### src/rtl/rx_huge_page_sched_pkg.sv
// Shared state encoding and constants for the RX huge-page ping-pong scheduler.
package rx_huge_page_pkg;

  typedef enum logic [1:0] {
    ST_IDLE   = 2'd0,
    ST_ACTIVE = 2'd1,
    ST_CLOSE  = 2'd2
  } sched_state_t;

  localparam int QW_SHIFT        = 3;
  localparam int DEF_PAGE_QW     = 262144;
  localparam int DEF_TIMEOUT_CYC = 1024;

endpackage

### src/rtl/rx_huge_page_sched_if.sv
// Page-ownership, request/grant and close bundle between the address block, the RX engine and the scheduler.
interface rx_huge_page_sched_if
  import rx_huge_page_pkg::*;
#(
  parameter int PAGE_QW = DEF_PAGE_QW
) ();
  localparam int CQ_W = $clog2(PAGE_QW) + 1;

  logic [63:0]     huge_page_addr_1;
  logic [63:0]     huge_page_addr_2;
  logic            huge_page_status_1;
  logic            huge_page_status_2;
  logic            huge_page_free_1;
  logic            huge_page_free_2;
  logic            req_valid;
  logic [8:0]      req_qw;
  logic            req_ready;
  logic            grant_valid;
  logic [63:0]     grant_addr;
  logic            close_valid;
  logic [CQ_W-1:0] close_qw;
  logic            close_sel;

  modport slave (
    input  huge_page_addr_1, huge_page_addr_2, huge_page_status_1, huge_page_status_2,
    input  req_valid, req_qw,
    output huge_page_free_1, huge_page_free_2, req_ready,
    output grant_valid, grant_addr, close_valid, close_qw, close_sel
  );

  modport master (
    output huge_page_addr_1, huge_page_addr_2, huge_page_status_1, huge_page_status_2,
    output req_valid, req_qw,
    input  huge_page_free_1, huge_page_free_2, req_ready,
    input  grant_valid, grant_addr, close_valid, close_qw, close_sel
  );

endinterface

### src/rtl/rx_huge_page_sched_timer.sv
// Idle timer: loads TIMEOUT_CYC-1 on restart and counts down while enabled, parking at zero.
module rx_idle_timer
  import rx_huge_page_pkg::*;
#(
  parameter int TIMEOUT_CYC = DEF_TIMEOUT_CYC
) (
  input  logic clk,
  input  logic reset,
  input  logic i_restart,
  input  logic i_enable,
  output logic o_expired
);
  localparam int CNT_W = (TIMEOUT_CYC > 1) ? $clog2(TIMEOUT_CYC) : 1;
  localparam logic [CNT_W-1:0] LOAD = CNT_W'(TIMEOUT_CYC - 1);

  logic [CNT_W-1:0] r_count;

  always_ff @(posedge clk) begin
    if (reset || i_restart) begin
      r_count <= LOAD;
    end else if (i_enable && (r_count != '0)) begin
      r_count <= r_count - CNT_W'(1);
    end
  end

  assign o_expired = (r_count == '0);

endmodule

### src/rtl/rx_huge_page_sched.sv
// Ping-pong scheduler handing out qword-aligned write addresses from two host huge pages.
module rx_huge_page_sched
  import rx_huge_page_pkg::*;
#(
  parameter int PAGE_QW     = DEF_PAGE_QW,
  parameter int TIMEOUT_CYC = DEF_TIMEOUT_CYC
) (
  input logic                 trn_clk,
  input logic                 reset,
  rx_huge_page_sched_if.slave bus
);
  localparam int OFF_W = $clog2(PAGE_QW) + 1;
  // The sum must hold both a full offset and the 9-bit request without wrapping.
  localparam int SUM_W = ((OFF_W > 9) ? OFF_W : 9) + 1;

  sched_state_t     r_state;
  logic             r_cur;
  logic [OFF_W-1:0] r_offset;
  logic [63:0]      r_base;
  logic             r_grant_valid;
  logic [63:0]      r_grant_addr;
  logic             r_close_valid;
  logic [OFF_W-1:0] r_close_qw;
  logic             r_close_sel;
  logic             r_free_1;
  logic             r_free_2;

  logic             w_active;
  logic [SUM_W-1:0] w_sum;
  logic             w_fits;
  logic             w_accept;
  logic             w_expired;
  logic             w_timeout;
  logic             w_close_now;
  logic [OFF_W-1:0] w_close_qw;
  logic             w_status_cur;
  logic [63:0]      w_addr_cur;

  assign w_active      = (r_state == ST_ACTIVE);
  assign w_sum         = SUM_W'(r_offset) + SUM_W'(bus.req_qw);
  assign w_fits        = (w_sum <= SUM_W'(PAGE_QW));
  assign bus.req_ready = w_active && w_fits && !reset;
  assign w_accept      = bus.req_valid && bus.req_ready;
  assign w_timeout     = (r_offset != '0) && w_expired;
  assign w_status_cur  = r_cur ? bus.huge_page_status_2 : bus.huge_page_status_1;
  assign w_addr_cur    = r_cur ? bus.huge_page_addr_2 : bus.huge_page_addr_1;

  // An accept always beats a timeout; only an exact fill closes the page on an accept.
  assign w_close_now = w_accept ? (w_sum == SUM_W'(PAGE_QW)) : ((bus.req_valid && !w_fits) || w_timeout);
  assign w_close_qw  = w_accept ? w_sum[OFF_W-1:0] : r_offset;

  rx_idle_timer #(
    .TIMEOUT_CYC (TIMEOUT_CYC)
  ) u_idle_timer (
    .clk       (trn_clk),
    .reset     (reset),
    .i_restart (!w_active || w_accept),
    .i_enable  (w_active && (r_offset != '0)),
    .o_expired (w_expired)
  );

  always_ff @(posedge trn_clk) begin
    if (reset) begin
      r_state       <= ST_IDLE;
      r_cur         <= 1'b0;
      r_offset      <= '0;
      r_base        <= '0;
      r_grant_valid <= 1'b0;
      r_grant_addr  <= '0;
      r_close_valid <= 1'b0;
      r_close_qw    <= '0;
      r_close_sel   <= 1'b0;
      r_free_1      <= 1'b0;
      r_free_2      <= 1'b0;
    end else begin
      r_grant_valid <= 1'b0;
      r_close_valid <= 1'b0;
      r_free_1      <= 1'b0;
      r_free_2      <= 1'b0;
      case (r_state)
        ST_IDLE: begin
          if (w_status_cur) begin
            r_base   <= w_addr_cur;
            r_offset <= '0;
            r_state  <= ST_ACTIVE;
          end
        end
        ST_ACTIVE: begin
          if (w_accept) begin
            r_offset      <= w_sum[OFF_W-1:0];
            r_grant_valid <= 1'b1;
            r_grant_addr  <= r_base + (64'(r_offset) << QW_SHIFT);
          end
          if (w_close_now) begin
            r_state       <= ST_CLOSE;
            r_close_valid <= 1'b1;
            r_close_qw    <= w_close_qw;
            r_close_sel   <= r_cur;
            r_free_1      <= ~r_cur;
            r_free_2      <= r_cur;
          end
        end
        ST_CLOSE: begin
          r_cur   <= ~r_cur;
          r_state <= ST_IDLE;
        end
        default: r_state <= ST_IDLE;
      endcase
    end
  end

  assign bus.grant_valid      = r_grant_valid;
  assign bus.grant_addr       = r_grant_addr;
  assign bus.close_valid      = r_close_valid;
  assign bus.close_qw         = r_close_qw;
  assign bus.close_sel        = r_close_sel;
  assign bus.huge_page_free_1 = r_free_1;
  assign bus.huge_page_free_2 = r_free_2;

  a_req_qw_nonzero: assert property (@(posedge trn_clk) disable iff (reset)
    bus.req_valid |-> (bus.req_qw != 9'd0));

endmodule

### src/flat_wrapper.sv
// flat-port wrapper written by rule: the top's interface ports become plain ports
module rx_huge_page_sched_flat import rx_huge_page_pkg::*;
#(
  parameter int PAGE_QW     = DEF_PAGE_QW,
  parameter int TIMEOUT_CYC = DEF_TIMEOUT_CYC
)
  (trn_clk, reset, bus_huge_page_addr_1, bus_huge_page_addr_2, bus_huge_page_status_1, bus_huge_page_status_2, bus_req_valid, bus_req_qw, bus_huge_page_free_1, bus_huge_page_free_2, bus_req_ready, bus_grant_valid, bus_grant_addr, bus_close_valid, bus_close_qw, bus_close_sel);
  rx_huge_page_sched_if #(.PAGE_QW(PAGE_QW)) bus_i ();
  input logic trn_clk;
  input logic reset;
  input wire logic [$bits(bus_i.huge_page_addr_1)-1:0] bus_huge_page_addr_1;
  input wire logic [$bits(bus_i.huge_page_addr_2)-1:0] bus_huge_page_addr_2;
  input wire logic [$bits(bus_i.huge_page_status_1)-1:0] bus_huge_page_status_1;
  input wire logic [$bits(bus_i.huge_page_status_2)-1:0] bus_huge_page_status_2;
  input wire logic [$bits(bus_i.req_valid)-1:0] bus_req_valid;
  input wire logic [$bits(bus_i.req_qw)-1:0] bus_req_qw;
  output wire logic [$bits(bus_i.huge_page_free_1)-1:0] bus_huge_page_free_1;
  output wire logic [$bits(bus_i.huge_page_free_2)-1:0] bus_huge_page_free_2;
  output wire logic [$bits(bus_i.req_ready)-1:0] bus_req_ready;
  output wire logic [$bits(bus_i.grant_valid)-1:0] bus_grant_valid;
  output wire logic [$bits(bus_i.grant_addr)-1:0] bus_grant_addr;
  output wire logic [$bits(bus_i.close_valid)-1:0] bus_close_valid;
  output wire logic [$bits(bus_i.close_qw)-1:0] bus_close_qw;
  output wire logic [$bits(bus_i.close_sel)-1:0] bus_close_sel;
  assign bus_i.huge_page_addr_1 = bus_huge_page_addr_1;
  assign bus_i.huge_page_addr_2 = bus_huge_page_addr_2;
  assign bus_i.huge_page_status_1 = bus_huge_page_status_1;
  assign bus_i.huge_page_status_2 = bus_huge_page_status_2;
  assign bus_i.req_valid = bus_req_valid;
  assign bus_i.req_qw = bus_req_qw;
  assign bus_huge_page_free_1 = bus_i.huge_page_free_1;
  assign bus_huge_page_free_2 = bus_i.huge_page_free_2;
  assign bus_req_ready = bus_i.req_ready;
  assign bus_grant_valid = bus_i.grant_valid;
  assign bus_grant_addr = bus_i.grant_addr;
  assign bus_close_valid = bus_i.close_valid;
  assign bus_close_qw = bus_i.close_qw;
  assign bus_close_sel = bus_i.close_sel;
  rx_huge_page_sched #(.PAGE_QW(PAGE_QW), .TIMEOUT_CYC(TIMEOUT_CYC)) u_core (.trn_clk(trn_clk), .reset(reset), .bus(bus_i));
endmodule
### config.mk
export PLATFORM = sky130hd
export DESIGN_NAME = rx_huge_page_sched_flat
export DESIGN_NICKNAME = d
export VERILOG_FILES = /design/src/rtl/rx_huge_page_sched_pkg.sv /design/src/rtl/rx_huge_page_sched_if.sv /design/src/rtl/rx_huge_page_sched_timer.sv /design/src/rtl/rx_huge_page_sched.sv /design/src/flat_wrapper.sv
export SDC_FILE = /design/constraint.sdc
export NUM_CORES = 1
export LEC_CHECK = 0
export BUFFER_PORTS_ARGS = -buffer_cell sky130_fd_sc_hd__buf_2
export CAP_MARGIN = 20
export CORE_ASPECT_RATIO = 0.7
export CORE_MARGIN = 1.5
export CORE_UTILIZATION = 50
export CTS_CLUSTER_SIZE = 14
export DETAILED_ROUTE_END_ITERATION = 10
export GPL_TIMING_DRIVEN = 0
export HOLD_SLACK_MARGIN = 0.08
export PLACE_DENSITY_LB_ADDON = 0.25
export SLEW_MARGIN = 0
export SYNTH_ARGS = -nofsm -noshare
export SYNTH_HDL_FRONTEND = slang
export SYNTH_SLANG_ARGS = --single-unit
export TNS_END_PERCENT = 10
### constraint.sdc
create_clock -name trn_clk -period 5 [get_ports trn_clk]
set_input_delay 0 -clock trn_clk [delete_from_list [all_inputs] [get_ports trn_clk]]
set_output_delay 0 -clock trn_clk [all_outputs]
set_load 0.1 [all_outputs]
# [Word-level counts from Yosys, hierarchy flattened]
# Cells that the tools add are included.
[classes] add_sub_neg=3 n_lt_le_gt_ge=1 eq_ne=5 n_mux=11 bitwise=3 n_reduce_logical=25
[op_table] op="adder 64 x 22 -> 64 bit" n=1
[op_table] op="2-to-1 mux 64 bit" n=1
[op_table] op="2-to-1 mux 19 bit" n=2
[op_table] op="one-hot mux 19 bit (2 select lines)" n=1
[op_table] op="adder 19 x 9 -> 20 bit" n=1
[op_table] op="equality test 20 x 19 -> 1 bit, second input constant" n=1
[op_table] op="less-or-equal comparator 20 x 19 -> 1 bit, second input constant" n=1
[op_table] op="nonzero test 19 bit" n=1
[op_table] op="zero test 10 bit" n=1
[op_table] op="AND reduction 2 bit" n=5
[op_table] op="nonzero test 10 bit" n=1
[op_table] op="subtractor 10 x 1 -> 10 bit, second input constant" n=1
[op_table] op="logical AND 1 bit" n=7
[op_table] op="2-to-1 mux 1 bit" n=4
[op_table] op="2-to-1 mux 2 bit" n=2
[op_table] op="one-hot mux 2 bit (2 select lines)" n=1
[op_table] op="zero test 1 bit" n=3
[op_table] op="logical OR 1 bit" n=3
[op_table] op="NOT 1 bit" n=3
[op_table] op="OR reduction 3 bit" n=1
[op_table] op="equality test 2 x 1 -> 1 bit, second input constant" n=1
[op_table] op="equality test 2 bit, second input constant" n=1
[op_table] op="zero test 2 bit" n=1
[op_table] op="inequality test 2 x 1 -> 1 bit, second input constant" n=1
[op_table] op="3 further kinds" n=3
[word_totals] register_bits=184 elab_cells=60

# [Logic depth before layout (Yosys ltp)]
[logic_depth] ltp_word=8 mapped_depth=14 depth_no_buf=12

# [By module]
# Synthesis repeated with hierarchy kept, for this count alone.
[hier_totals] cells_unflattened=1122 area_unflattened_um2=9892.0
[modules_own_cells] module="rx_huge_page_sched" n_inst=1 cells_per_inst=1065 area_per_inst_um2=9392.8
[modules_own_cells] module="rx_idle_timer" n_inst=1 cells_per_inst=57 area_per_inst_um2=499.2

# [Worst setup path before layout]
# OpenSTA, ideal clock, no wires.
[synth_path] kind="reg-to-output" from="reg u_core.r_offset[0]" to="out bus_req_ready" arrival_time_ns=3.722 required_ns=5.000 slack_ns=1.278 path_stages_with_launch=11 path_buffers=0 path_cell_list="dfxtp_1 > ha_1 > fa_1 > a21o_1 > a21oi_1 > xor2_1 > nand4_1 > nor4_1 > and4_1 > nand4_1 > a21oi_1"
[synth_between] elab_chain_len=4
[synth_rtl] item="start: declaration" line_no="rx_huge_page_sched.sv:18" text="logic [OFF_W-1:0] r_offset;"
[synth_rtl] item="start signal: assignment" line_no="rx_huge_page_sched.sv:90" text="r_offset <= w_sum[OFF_W-1:0];"
[synth_rtl] item="adder 19 x 9 -> 20 bit" line_no="rx_huge_page_sched.sv:40" text="assign w_sum = SUM_W'(r_offset) + SUM_W'(bus.req_qw);"
[synth_rtl] item="less-or-equal comparator 20 x 19 -> 1 bit" line_no="rx_huge_page_sched.sv:41" text="assign w_fits = (w_sum <= SUM_W'(PAGE_QW));"
[synth_rtl] item="logical AND 1 bit (2 in series)" line_no="rx_huge_page_sched.sv:42" text="assign bus.req_ready = w_active && w_fits && !reset;"
[synth_rtl] item="end: declaration" line_no="flat_wrapper.sv:19" text="output wire logic [$bits(bus_i.req_ready)-1:0] bus_req_ready;"
# No other way between the ends.

# [Final worst setup path]
[layout_path] from="reg u_core.r_offset[0]" to="reg u_core.r_grant_addr[40], in the netlist u_core.bus.grant_addr[40]"
[layout_between] elab_chain_len=6 word_cells_on_any_way=7 classes_between="2 x add/sub; 1 x order compare; 4 x reduce/logical"
[layout_rtl] item="adder 19 x 9 -> 20 bit" line_no="rx_huge_page_sched.sv:40"
[layout_rtl] item="less-or-equal comparator 20 x 19 -> 1 bit" line_no="rx_huge_page_sched.sv:41"
[layout_rtl] item="logical AND 1 bit (2 in series)" line_no="rx_huge_page_sched.sv:42"
[layout_rtl] item="logical AND 1 bit" line_no="rx_huge_page_sched.sv:43" text="assign w_accept = bus.req_valid && bus.req_ready;"
[layout_rtl] item="AND reduction 2 bit (no source line)"
[layout_rtl] item="end signal: assignment" line_no="rx_huge_page_sched.sv:92" text="r_grant_addr <= r_base + (64'(r_offset) << QW_SHIFT);"
[layout_rtl] item="end: declaration" line_no="rx_huge_page_sched.sv:21" text="logic [63:0] r_grant_addr;"
# Several ways; a longest one is shown, not always the timed one.
# A chain may end at the register's enable or synchronous reset.

==> results by group <==
Power and ir drop
  – Sw frac: 31.2%
  – Combinational Power Share: 19.9%
  – Clock share of power: 36.1%
  – P_int: 2.52 mW
  – Peak VDD IR: between 0.2 and 0.25 mV
  – Lkg Pwr: 5.32 nW
  – Pwr per Cell Area: 279 nW/µm²
  – Net Switching: 1.14 mW
  – Flop pwr share: roughly 44%

Clocking
  – TritonCTS Buffers: 17
  – Worst-Skew Late Latency: 440 ps
  – Worst-path clk slew: 70 ps
  – CTS Root Cell: clkbuf_16
  – TritonCTS clock tree: built
  – CTS Buffer Depth: 2
  – CTS Sinks: 184
  – Htree depth: 4

Global route
  – All-layer global routing usage: roughly a third
  – First-pass GRT wire length: 52.8 mm
  – Vias in the first global route: between 9000 and 10000
  – Gr ovfl total: 0
  – Antenna violations before repair: 0
  – Largest net degree at the start of global routing: 17

Worst setup path
  – Crit. End Element: flip-flop
  – Critical path required time: 5310 ps
  – Buf/Inv on CP: 3
  – CP Class: flip-flop to flip-flop
  – Top delay family on crit path: compound AO/OA/AOI/OAI gates
  – Levels on crit path: 13
  – Critical path's largest stage delay: 440 ps
  – Register-to-Register Path Depth: 13
  – CP max stage cell: fa_1
  – Worst setup SP type: flip-flop
  – Crit path DAT: roughly 4400 ps
  – CP max FO: 10
  – Worst path cell trace: ha_1, fa_1, a21o_1, a221oi_2, o21a_1, nor3_1, a2111oi_4, nand4_2, o21a_1, inv_2, buf_2, buf_2, a21oi_1

Worst hold path
  – Worst Hold Class: input pin to flip-flop
  – Hold Path Depth: 4

Place
  – Placed inst area: between 10000 and 15000 µm²
  – Final Wtd Congestion: between 0.9 and 1
  – PortBufs: 230
  – Hpwl dp: 23.9 mm
  – Worst slack at placement: about 1000 ps
  – Placed insts: 1644

Synth
  – Post-synthesis cell type count: 70
  – Synth Flop Type: dfxtp_1
  – Post-synth top cells: dfxtp_1 (184), nor2_1 (127), a211oi_1 (93), a21oi_1 (82), nand2_1 (82)
  – Yosys reg bits: 184
  – Cell type with the largest total area after synthesis: dfxtp_1
  – Syn_nets: between 1000 and 1500
  – Syn Inst Count: 1149
  – Synth area leaders: dfxtp_1 (38%), mux2i_1 (7.2%), a211oi_1 (7.2%), nor2_1 (4.9%), a21oi_1 (4.2%)
  – Mean area per synthesized cell: around 8.5 µm²
  – Post-synthesis async set-or-reset flop share: 0%
  – Most numerous cell in the Yosys netlist: dfxtp_1
  – Cell area after synthesis: 9750 µm²
  – Seq/Total Area, Yosys: 37.8%
  – Yosys top cell area share: 37.8%
  – Yosys Warn Count: 0
  – Post-synth EDFFs: 0

Timing
  – Clock skew: 17.7 ps
  – Tightest Pin Transition: 1210 ps
  – Fin. Hold Viols: 0
  – Setup TNS: 0 ps
  – Slew Limit Fails: 0
  – Final setup viols: 0
  – Rel. slew slack: about 20%
  – Fmax: 245 MHz
  – Final worst slack: 924 ps
  – Min cycle time layout: 4080 ps
  – Final period utilization: 81.5%
  – Unrepaired setup endpoints after global routing: no

Floorplanning
  – Die Span Y: about 120 µm
  – DIE AREA: 20400 µm²
  – Row count: 42
  – Core ar.: 19000 µm²
  – # IOs: 231
  – Die width: approximately 170 µm
  – Initial core utilization: roughly 51%

Layout
  – Antenna cells: 0
  – Post-layout instance count excluding filler cells: about 1800
  – Layout cells sized above 1: 19.1%
  – Cell area after layout: 13100 µm²
  – Area growth syn-to-layout: 34.5%
  – # nets final: 1704

Drt
  – DRT iter0 DRCs: 1002
  – Post-route ant nets: 0
  – Final wirelength: 33.9 mm
  – Routed len/inst: 18.8 µm
  – Vias: 10400
  – First-pass DRT Iterations: 5
  – # DRC: 0
  – Vias per std cell: 5.77

Job
  – Max cap viols: 0

Outcome
  – Status: finished clean
[final cells by class]
cell class	instances	area, µm²
fill	1575	5910
multi-input combinational	867	5670
sequential	184	3680
timing repair buffer	363	2480
clock buffer	19	443
tap	264	330
buffer	69	289
clock inverter	12	114
inverter	29	109
[placed cells by master (no fill, tap or decap), drive strengths merged, types with 5 or more instances in the layout]
cell type    netlist  final
a2111oi            5      5
a211oi            93     93
a21boi             5      5
a21o              16     16
a21oi             83     83
a22o               5      5
a31oi              9      9
and3              18     18
and4               6      6
buf               21    252
clkbuf            48     67
dfxtp            184    184
dlygate4sd3        0    132
ha                29     29
inv               29     35
mux2i             70     70
nand2             82     82
nand2b            12     12
nand3             44     44
nand4             10     10
nor2             128    128
nor2b              5      5
nor3              18     18
nor3b              6      6
nor4              11     11
o2111ai            5      5
o211ai             5      5
o21a               8      8
o21ai             66     66
or3                8      8
xnor2             42     42
xor2              24     24
[worst min-delay path, stage by stage]
cell,delay [ps]
buf_2,80
ha_1,220
xor2_1,110
o2bb2ai_1,110
[per-stage QoR]
stage / hold slack (ps) / utilization [%] / power, mW
CTS: 104 / 68.9 / 3.65
finish: 124 / 68.9 / 3.66
detailed placement: 347 / 59.1 / 2.27
floorplan: 185 / - / 2.08
global route: 155 / 68.9 / 3.79
global placement: 349 / 59.0 / 2.26
[power groups by stage]
stage / Sequential, mW / Combinational (mW) / Clock [mW]
final: 1.61 / 0.729 / 1.32
after global routing: 1.62 / 0.784 / 1.39
after CTS: 1.61 / 0.711 / 1.33
after detailed placement: 1.64 / 0.631 / 0
after global placement: 1.64 / 0.624 / 0
after floorplan: 1.76 / 0.318 / 0
[registers in the layout, summed over array words and instances (netlist names)]
signal                       count
u_core.r_base                   64
u_core.r_offset                 19
u_core.bus.close_qw             19
u_core.u_idle_timer.r_count     10
u_core.bus.close_valid           1
u_core.r_state                   2
u_core.bus.grant_valid           1
u_core.bus.huge_page_free_2      1
u_core.r_cur                     1
u_core.bus.close_sel             1
u_core.bus.huge_page_free_1      1
u_core.bus.grant_addr           64
[cell families after synthesis]
logic type | synth area share (%)
simple gates | 17.9
compound gates | 23.0
flops | 37.8
buf+inv | 4.08
mux | 7.19
xor+xnor | 5.93
fa+ha+maj | 4.13
[timing repair]
action | in CTS | in global routing
endpoints found under the hold margin | 69 | 0
resized for setup | 0 | 0
hold buffers | 132 | 0
setup buffers | 0 | 0
[per-layer routing]
metal,wire [µm],GRT usage (%),vias to the layer above
met5,0,0,-
met1,15000,46.7,4885
met4,954,11.6,0
met2,14700,50.9,508
li1,-,-,4956
met3,3240,7.06,71
[worst paths after layout]
kind                                     to                     start  slack, ps
setup reg to reg  u_core.bus.grant_addr[40]        u_core.r_offset[0]        920
hold reg to reg    u_core.bus.grant_addr[5]  u_core.bus.grant_addr[5]        460
setup / recovery  u_core.bus.grant_addr[40]        u_core.r_offset[0]        920
hold / removal           u_core.r_offset[4]             bus_req_qw[4]        120
Note: power is estimated with default switching activity, not from simulation.
